File: config.mk
export PLATFORM = sky130hd
export DESIGN_NAME = clk_div_ctrl
export DESIGN_NICKNAME = d
export VERILOG_FILES = /design/src/rtl/clk_div_ctrl.sv
export SDC_FILE = /design/constraint.sdc
export NUM_CORES = 1
export LEC_CHECK = 0
export ABC_CLOCK_PERIOD_IN_PS = 8020
export CORE_MARGIN = 5
export CORE_UTILIZATION = 40
export DETAILED_ROUTE_END_ITERATION = 7
export GPL_TIMING_DRIVEN = 1
export SLEW_MARGIN = 20
export SYNTH_ARGS = -nofsm -noshare
export SYNTH_HDL_FRONTEND = slang
export SYNTH_SLANG_ARGS = --single-unit
export TNS_END_PERCENT = 10
File: constraint.sdc
create_clock -name clk_in -period 8.02 [get_ports clk_in]
set_input_delay 1.604 -clock clk_in [delete_from_list [all_inputs] [get_ports clk_in]]
set_output_delay 1.604 -clock clk_in [all_outputs]
set_load 0.1 [all_outputs]
File: src/rtl/clk_div_ctrl.sv
`default_nettype none
// ============================================================================
// Module      : clk_div_ctrl
// Description : Programmable integer clock divider. Produces a registered
//               divided clock of period D (high for D>>1 cycles) together with
//               registered rise/fall strobes. Divisor updates are held pending
//               and applied only at a period boundary, so the output never
//               glitches; start and stop also occur only at period boundaries.
// Revision    : 1.0 - initial release
// ============================================================================
module clk_div_ctrl #(
  parameter int CNT_W       = 8,
  parameter int DEFAULT_DIV = 2
) (
  input  logic             clk_in,
  input  logic             rst_in,
  input  logic             en_in,
  input  logic [CNT_W-1:0] div_ratio_in,
  input  logic             div_load_in,
  output logic             div_load_ack_out,
  output logic             div_err_out,
  output logic             clk_div_out,
  output logic             clk_div_rise_out,
  output logic             clk_div_fall_out,
  output logic             running_out
);

  typedef enum logic [1:0] {
    ST_IDLE      = 2'd0,
    ST_RUN       = 2'd1,
    ST_STOP_PEND = 2'd2
  } state_t;

  localparam logic [CNT_W-1:0] C_MIN_DIV = CNT_W'(2);
  localparam logic [CNT_W-1:0] C_RST_DIV = CNT_W'(DEFAULT_DIV);
  localparam logic [CNT_W-1:0] C_ONE     = CNT_W'(1);

  // A divisor below 2 cannot produce a clock; refuse to elaborate.
  if (DEFAULT_DIV < 2) begin : g_bad_default_div
    $error("clk_div_ctrl: DEFAULT_DIV must be >= 2");
  end

  state_t           state_q, state_d;
  logic [CNT_W-1:0] cnt_q, cnt_d;
  logic [CNT_W-1:0] div_q, div_d;
  logic [CNT_W-1:0] pend_div_q, pend_div_d;
  logic             pend_vld_q, pend_vld_d;
  logic             clk_q, clk_d;
  logic             rise_q, rise_d;
  logic             fall_q, fall_d;
  logic             ack_q, ack_d;
  logic             err_q, err_d;
  logic             run_q, run_d;

  logic             load_bad;
  logic [CNT_W-1:0] load_val;
  logic             at_bound;
  logic [CNT_W-1:0] cnt_step;
  logic             clk_step;

  // Clamp incoming divisor and derive the free-running count step.
  always_comb begin
    load_bad = (div_ratio_in < C_MIN_DIV);
    load_val = load_bad ? C_MIN_DIV : div_ratio_in;
    // >= rather than == keeps the counter bounded even if it were ever
    // left above D-1; in normal operation the two are equivalent.
    at_bound = (cnt_q >= (div_q - C_ONE));
    cnt_step = at_bound ? '0 : (cnt_q + C_ONE);
    // Count 0 is always in the high phase because D>>1 is at least 1.
    clk_step = (cnt_step < (div_q >> 1));
  end

  // Next-state logic for the divider FSM, divisor bookkeeping and strobes.
  always_comb begin
    state_d    = state_q;
    cnt_d      = cnt_q;
    div_d      = div_q;
    pend_div_d = pend_div_q;
    pend_vld_d = pend_vld_q;
    clk_d      = clk_q;
    ack_d      = 1'b0;
    err_d      = err_q | (div_load_in & load_bad);

    case (state_q)
      ST_IDLE: begin
        clk_d = 1'b0;
        cnt_d = '0;
        // No period is in flight, so a divisor can be adopted right away.
        // A fresh load wins over anything left pending from the stop edge.
        if (div_load_in) begin
          div_d      = load_val;
          ack_d      = 1'b1;
          pend_vld_d = 1'b0;
        end else if (pend_vld_q) begin
          div_d      = pend_div_q;
          ack_d      = 1'b1;
          pend_vld_d = 1'b0;
        end
        if (en_in) begin
          state_d = ST_RUN;
          cnt_d   = '0;
          clk_d   = 1'b1;
        end
      end

      ST_RUN, ST_STOP_PEND: begin
        cnt_d = cnt_step;
        clk_d = clk_step;
        if (at_bound) begin
          // Period complete: the previously pending divisor takes effect.
          if (pend_vld_q) begin
            div_d      = pend_div_q;
            ack_d      = 1'b1;
            pend_vld_d = 1'b0;
          end
          if (en_in) begin
            state_d = ST_RUN;
          end else begin
            state_d = ST_IDLE;
            clk_d   = 1'b0;
          end
        end else begin
          state_d = en_in ? ST_RUN : ST_STOP_PEND;
        end
        // Captured after the boundary apply so a load on the boundary edge
        // waits for the following boundary.
        if (div_load_in) begin
          pend_div_d = load_val;
          pend_vld_d = 1'b1;
        end
      end

      default: begin
        state_d    = ST_IDLE;
        cnt_d      = '0;
        clk_d      = 1'b0;
        pend_vld_d = 1'b0;
      end
    endcase

    rise_d = clk_d & ~clk_q;
    fall_d = ~clk_d & clk_q;
    run_d  = (state_d != ST_IDLE);
  end

  // State and output registers with synchronous reset.
  always_ff @(posedge clk_in) begin
    if (rst_in) begin
      state_q    <= ST_IDLE;
      cnt_q      <= '0;
      div_q      <= C_RST_DIV;
      pend_div_q <= C_RST_DIV;
      pend_vld_q <= 1'b0;
      clk_q      <= 1'b0;
      rise_q     <= 1'b0;
      fall_q     <= 1'b0;
      ack_q      <= 1'b0;
      err_q      <= 1'b0;
      run_q      <= 1'b0;
    end else begin
      state_q    <= state_d;
      cnt_q      <= cnt_d;
      div_q      <= div_d;
      pend_div_q <= pend_div_d;
      pend_vld_q <= pend_vld_d;
      clk_q      <= clk_d;
      rise_q     <= rise_d;
      fall_q     <= fall_d;
      ack_q      <= ack_d;
      err_q      <= err_d;
      run_q      <= run_d;
    end
  end

  assign clk_div_out      = clk_q;
  assign clk_div_rise_out = rise_q;
  assign clk_div_fall_out = fall_q;
  assign div_load_ack_out = ack_q;
  assign div_err_out      = err_q;
  assign running_out      = run_q;

endmodule
`default_nettype wire
==> key figures, run 1 <==
CTS
  • Post-CTS Setup Bufs: 0
  • CTS sink count: 33
  • CTS tree: done
  • Post_cts resized: 0
  • Clock Latency Late Sink: between 0.2 and 0.3 ns
  • Hold_buf cts: 0
  • Num CTS Buffers: 5
  • CTS root buf: clkbuf_8
  • Worst-path clk slew: 0.06 ns
  • Clock Tree Buf Depth: 2
  • Htree depth: 2

Cells and area
  • Area delta synth->final: 16.0%
  • Final core utilization: between 40% and 50%
  • Layout cells sized above 1: 4.80%
  • Finished Layout Cells: roughly 320
  • Layout net count: 280
  • # diodes: 0
  • Design area: around 0.0022 mm2

Place
  • Final HPWL DP: 3180 um
  • Port buffer count: 17
  • RD Place Congestion: 0.796
  • Dpl cell area: roughly 0.0022 mm2
  • Cell count after placement: 310

Flow run
  • Maxcap violations: 0

Worst setup path
  • CP Launch Type: register
  • Critical path capture point type: register
  • CP Buf/Inv Count: 0
  • WP data arrival: between 4 and 5 ns
  • CP delay by family, top: compound AO/OA/AOI/OAI gates
  • CP Cell Sequence: nor4_1 > nand4_1 > xnor2_1 > ha_1 > nand4_1 > a31o_2 > nand2_1 > nor2_1 > ha_1 > a21oi_1 > nand3_1 > a2111oi_1 > a32oi_1 > a2111oi_2
  • Crit-path slowest cell: a2111oi_1
  • Critical Path RT: ~8.2 ns
  • Type of the worst setup path: register to register
  • Slowest stage delay, CP: 0.44 ns
  • CP max FO: 15

Detailed routing
  • Routed Antenna Nets: 0
  • DRT iter0 DRCs: 94
  • DRC: 0
  • Routed wire per std cell: 13.1 um
  • Via/cell ratio: ~5.2
  • Vias: around 1600
  • Routed Wire Length: about 4200 um
  • DRT Pass-1 Iters: 4

Timing
  • Post-route clock period utilization: between 40 and 50%
  • Final hold slack: ~0.45 ns
  • Hold Violations, Final: 0
  • Final Setup Violations: 0
  • Highest Clock Rate: ~0.25 GHz
  • Setup Skew: between 0.003 and 0.004 ns
  • Tmin final: between 3 and 4 ns
  • Max Slew Vio Count: 0
  • Setup tns final: 0 ns
  • Worst slew margin: between 30% and 40%
  • RSZ-0062 raised after global routing: false
  • Worst slew pin tran: slightly below 1 ns

Die
  • Core area: around 0.0047 mm2
  • I/O Pins: 18
  • Die H: approximately 80 um
  • Die span in x: about 80 um
  • Starting Density: ~40%
  • Std cell rows: 25
  • Die area: 0.00634 mm2

Power
  • Clock power share: about 17%
  • Worst VDD drop: approximately 0.12 mV
  • Pleak: 0.867 nW
  • P_sw: between 0.3 and 0.4 mW
  • Register share of total power: between 30% and 40%
  • Power Density: approximately 320 mW/mm2
  • Int Power: between 0.4 and 0.5 mW
  • Combinational cell fraction of total power: between 50% and 60%
  • Sw frac: about 44%

Yosys
  • Area contributors post-synth: dfxtp_1, ha_1, mux2i_1, nor2_1, nand2_1
  • Sequential share of the synthesized area: between 30% and 40%
  • Count of different cell masters after synthesis: 39
  • Register bit total from synthesis: 33
  • Mapped cell area: slightly below 0.002 mm2
  • Synth Area per Inst: 8.28 um2
  • Synth top area share: about a third
  • Prevailing post-synth register cell: dfxtp_1
  • Synth top cells by count: dfxtp_1, nor2_1, nand2_1
  • Post-Syn Nets: about 260
  • Synth async-reset ratio: 0%
  • Synth warn: 0
  • Synthesized instance count: between 200 and 250
  • Synth area leader: dfxtp_1
  • Most common cell in the netlist: dfxtp_1
  • Post-synth EDFFs: 0

GRT
  • Largest net degree at the start of global routing: 23
  • GRT Residual Overflow: 0
  • Antenna violations before repair: 0
  • Vias in the first global route: ~1600
  • Total GRT Usage: 15.2%
  • Global-route wire length before repair: about 7600 um

Outcome
  • Outcome: finished, final reports clean

Min path
  • Worst Hold Class: register to register
[area by class of cell]
class                           count  area, um2
Multi-Input combinational cell    177       1190
Inverter                           16       60.1
Fill cell                         485       2470
Clock buffer                        7       86.3
Timing Repair Buffer               17        170
Tap cell                           67       83.8
Sequential cell                    33        661
[logic make-up after synthesis]
group,share of synthesized area (%)
fa+ha+maj,11.6
flops,34.1
buf+inv,4.65
compound gates,15.7
xor+xnor,4.97
simple gates,22.3
mux,6.71
[flip-flops by register name, summed over array words and instances, names as in the netlist]
signal / cells
clk_div_fall_out: 1
clk_div_out: 1
clk_div_rise_out: 1
cnt_q: 8
div_err_out: 1
div_load_ack_out: 1
div_q: 8
pend_div_q: 8
pend_vld_q: 1
running_out: 1
state_q: 2
[per-stage QoR]
step	total power [mW]	setup slack, ns
after global placement	0.595	4.10
after detailed placement	0.598	4.02
final	0.718	4.03
after CTS	0.726	3.99
after global routing	0.781	3.54
after floorplan	0.522	4.33
[final timing paths]
kind,startpoint,cells after the start,to,slack (ns)
hold / removal,pend_div_q[3],2,pend_div_q[3],0.45
setup reg to reg,div_q[5],14,clk_div_rise_out,4.03
hold reg to reg,pend_div_q[3],2,pend_div_q[3],0.45
setup / recovery,div_q[5],14,clk_div_rise_out,4.03
[cells in the final DEF (no fill, tap or decap), types with 2 or more instances in the layout]
cell type / instances
clkdlybuf4s50_1: 17
a21boi_0: 2
ha_1: 18
inv_1: 16
clkbuf_8: 6
a211o_1: 2
a211oi_1: 2
a21oi_1: 16
nand3_1: 17
xnor2_1: 9
xor2_1: 2
mux2i_1: 13
nand2_1: 23
o21ai_0: 8
nand2b_1: 3
nor2b_1: 2
o211ai_1: 2
nand4_1: 2
nor4_1: 3
nor3_1: 8
dfxtp_1: 33
nor2_1: 27
[power groups by stage]
| stage | clock, mW | combinational (mW) | sequential [mW] |
|---|---|---|---|
| floorplan | 0 | 0.247 | 0.275 |
| global placement | 0 | 0.369 | 0.226 |
| detailed placement | 0 | 0.371 | 0.227 |
| CTS | 0.130 | 0.374 | 0.223 |
| global route | 0.136 | 0.416 | 0.229 |
| finish | 0.125 | 0.370 | 0.223 |
[layer usage]
layer / up-vias / wire [um] / GRT usage [%]
met4: 0 / 55 / 5.15
met3: 7 / 173 / 3.84
li1: 862 / - / -
met1: 756 / 2080 / 20.4
met5: - / 0 / 0
met2: 24 / 1840 / 23.5
[worst register-to-register path: cells and delay by family, from the launching register on]
family | cells | cell delay [ns]
adder cells (fa/ha/maj) | 2 | 0.64
AND/OR/NAND/NOR | 6 | 1.21
flip-flops | 1 | 0.36
XOR/XNOR | 1 | 0.15
AO/OA/AOI/OAI | 5 | 1.52
(Power assumes the default switching activity.)
==> run 2, diff against run 1 <==
--- a/config.mk
+++ b/config.mk
@@ -5,7 +5,7 @@
 export SDC_FILE = /design/constraint.sdc
 export NUM_CORES = 1
 export LEC_CHECK = 0
-export ABC_CLOCK_PERIOD_IN_PS = 8020
+export ABC_CLOCK_PERIOD_IN_PS = 3270
 export CORE_MARGIN = 5
 export CORE_UTILIZATION = 40
 export DETAILED_ROUTE_END_ITERATION = 7
==> constraint.sdc (replaced) <==
create_clock -name clk_in -period 3.27 [get_ports clk_in]
set_input_delay 0.654 -clock clk_in [delete_from_list [all_inputs] [get_ports clk_in]]
set_output_delay 0.654 -clock clk_in [all_outputs]
set_load 0.1 [all_outputs]
==> key figures, run 2 (synthesis gave the netlist of run 1 again) <==
Outcome
  • Outcome: finished, violations left
  • Failing checks: setup timing

GRT
  • GRT Residual Overflow: 0 (unchanged)
  • Global-route wire length before repair: 7620 um (+0.54%)
  • Busiest grt layer: met2
  • Vias in the first global route: 1630 (+0.18%)
  • Antenna violations before repair: 0 (unchanged)
  • GRT met3 Usage: 3.16% (-0.68 points)
  • GR Util met1: 20.3% (-0.041 points)
  • Met2 usage: 24.3% (+0.75 points)
  • Largest net degree at the start of global routing: 23 (unchanged)
  • Total GRT Usage: 15.4% (+0.24 points)

Worst setup path
  • Critical path capture point type: register
  • CP Cell Sequence: nor4_4 > nand2_1 > xnor2_1 > ha_1 > a21oi_2 > nand2_2 > a21oi_4 > nand2_8 > nor2_4 > ha_4 > a21oi_4 > nand3_2 > a2111oi_4 > a32oi_2 > a2111oi_2
  • Crit path launch: div_q[5]
  • Launching point of the worst reg2reg path: div_q[5]
  • Crit-path slowest cell: a2111oi_4
  • Slowest stage delay, CP: 0.36 ns (-0.08 ns)
  • Most frequent CP cell: a21oi_4
  • WP data arrival: 3.53 ns (-0.64 ns)
  • CP max FO: 10 (-5)
  • Critical Path RT: 3.46 ns (-4.74 ns)
  • CP delay by family, top: compound AO/OA/AOI/OAI gates
  • CP Launch Type: register
  • Type of the worst setup path: register to register
  • CP Buf/Inv Count: 0 (unchanged)

Detailed routing
  • Routed Wire Length: 4580 um (+10%)
  • Vias: 1691 (+2.5%)
  • DRC: 0 (unchanged)
  • Routed wire per std cell: 13.7 um (+4.4%)
  • DRT Pass-1 Iters: 4 (unchanged)
  • DRT iter0 DRCs: 67 (-29%)
  • Via/cell ratio: 5.05 (-3.0%)
  • Routed Antenna Nets: 0 (unchanged)

Cells and area
  • Commonest non-fill, non-tap cell in the layout: dfxtp_1
  • Design area: 0.00253 mm2 (+13%)
  • Finished Layout Cells: 335 (+5.7%)
  • Register area: 663 um2 (+0.38%)
  • Area of the multi-input gates: 0.00131 mm2 (+10%)
  • Area delta synth->final: 30.7%
  • Largest regs: cnt_q (8), div_q (8), pend_div_q (8)
  • Final core utilization: 53.6% (+6.0 points)
  • Layout net count: 297 (+6.1%)
  • # diodes: 0 (unchanged)
  • Most frequent cells in the layout: dfxtp_1, nor2_1, buf_4
  • Layout cells sized above 1: 20.1% (+15 points)
  • Fillcell total: 427 (-12%)

Power
  • Sw frac: 41.3% (-2.7 points)
  • P_sw: 0.887 mW (+180%)
  • Combinational cell fraction of total power: 53.3% (+1.8 points)
  • Worst VDD drop: 0.346 mV (+200%)
  • Register share of total power: 25.1% (-5.9 points)
  • Pleak: 1.00 nW (+16%)
  • Clock power share: 21.6% (+4.2 points)
  • Int Power: 1.26 mW (+210%)
  • Power Density: 848 mW/mm2 (+170%)

Timing
  • Worst slew pin tran: 0.688 ns (-0.281 ns)
  • Tmin final: 3.34 ns (-0.654 ns)
  • RSZ-0062 raised after global routing: true
  • Highest Clock Rate: 0.300 GHz (+20%)
  • Hold Violations, Final: 0 (unchanged)
  • Final Worst Setup Slack: -0.0663 ns (-4.10 ns)
  • Setup tns final: -0.0663 ns (-0.0663 ns)
  • Max Slew Vio Count: 0 (unchanged)
  • Final hold slack: 0.460 ns (+0.00620 ns)
  • Post-route clock period utilization: 102% (+52 points)
  • Setup Skew: 0.00469 ns (+0.00138 ns)
  • Final Setup Violations: 1 (+1)
  • Worst slew margin: 53.7% (+19 points)

CTS
  • Worst-path clk slew: 0.07 ns (about the same)
  • Post-CTS Setup Bufs: 0 (unchanged)
  • CTS root buf: clkbuf_8
  • Clock Tree Buf Depth: 2 (unchanged)
  • CTS tree: done
  • Htree depth: 2 (unchanged)
  • Num CTS Buffers: 5 (unchanged)
  • Clock Latency Late Sink: 0.29 ns (about the same)
  • CTS sink count: 33 (unchanged)
  • Hold_buf cts: 0 (unchanged)

Die
  • I/O Pins: 18 (unchanged)
  • Starting Density: 41.0% (unchanged)
  • Die area: 0.00634 mm2 (unchanged)
  • Std cell rows: 25 (unchanged)
  • Die span in x: 79.6 um (unchanged)
  • Core area: 0.00472 mm2 (unchanged)
  • Die H: 79.6 um (unchanged)

Min path
  • Hold_sp: pend_div_q[5]
  • Worst Hold Class: register to register

Place
  • Port buffer count: 17 (unchanged)
  • Final HPWL DP: 3400 um (+7.2%)
  • RD Place Congestion: 0.857 (+7.7%)
  • Cell count after placement: 327 (+5.5%)
  • Dpl cell area: 0.00231 mm2 (+7.1%)

Flow run
  • Maxcap violations: 0 (unchanged)
==> run 2: per-stage QoR <==
stage,worst slack [ns],power [mW]
5_1_grt,-0.207,2.29
2_1_floorplan,-0.0367,1.35
3_5_place_dp,-0.0374,1.63
6_report,-0.0663,2.15
3_3_place_gp,-0.0305,1.62
4_1_cts,-0.0254,2.10
==> run 2: worst paths after layout <==
kind                                    endpoint  slack (ns)  depth (start not counted)
worst min register to register     pend_div_q[5]        0.46                          2
worst max register to register  clk_div_rise_out       -0.07                         15
worst min-delay path               pend_div_q[5]        0.46                          2
worst max-delay path            clk_div_rise_out       -0.07                         15
==> run 2: timing repair <==
action                                  4_1_cts  5_1_grt
pin swaps                                     1       14
endpoints found under the hold margin         0        0
resized for setup                             1       13
cloned                                        0        0
endpoints found under the setup margin        1        3
==> run 2: per-layer routing <==
| layer | part of all wire, % | vias to the layer above |
|---|---|---|
| met2 | 46 | 30 |
| met3 | 3.6 | 8 |
| met1 | 49 | 764 |
| met5 | 0 | - |
| met4 | 1.5 | 0 |
| li1 | - | 889 |
==> run 2: final cells by class <==
type	count	share of cell area, %
multi-input cells	177	51.7
flip-flops and latches	33	26.2
repair buffers	34	11.2
well taps	67	3.31
clock buffers	5	2.72
clock inverters	3	2.57
inverters	16	2.37
==> run 2: power by group through the flow <==
stage / clock network [mW] / logic (mW) / registers [mW]
after floorplan: 0 / 0.668 / 0.678
after global placement: 0 / 1.08 / 0.543
after detailed placement: 0 / 1.08 / 0.545
after CTS: 0.469 / 1.09 / 0.540
after global routing: 0.488 / 1.25 / 0.551
final: 0.464 / 1.14 / 0.540
==> run 2: tightest hold or removal path, stage by stage, from the launching register on <==
cell     delay [ns]
dfxtp_1        0.31
nand2_1        0.05
a21oi_1        0.05
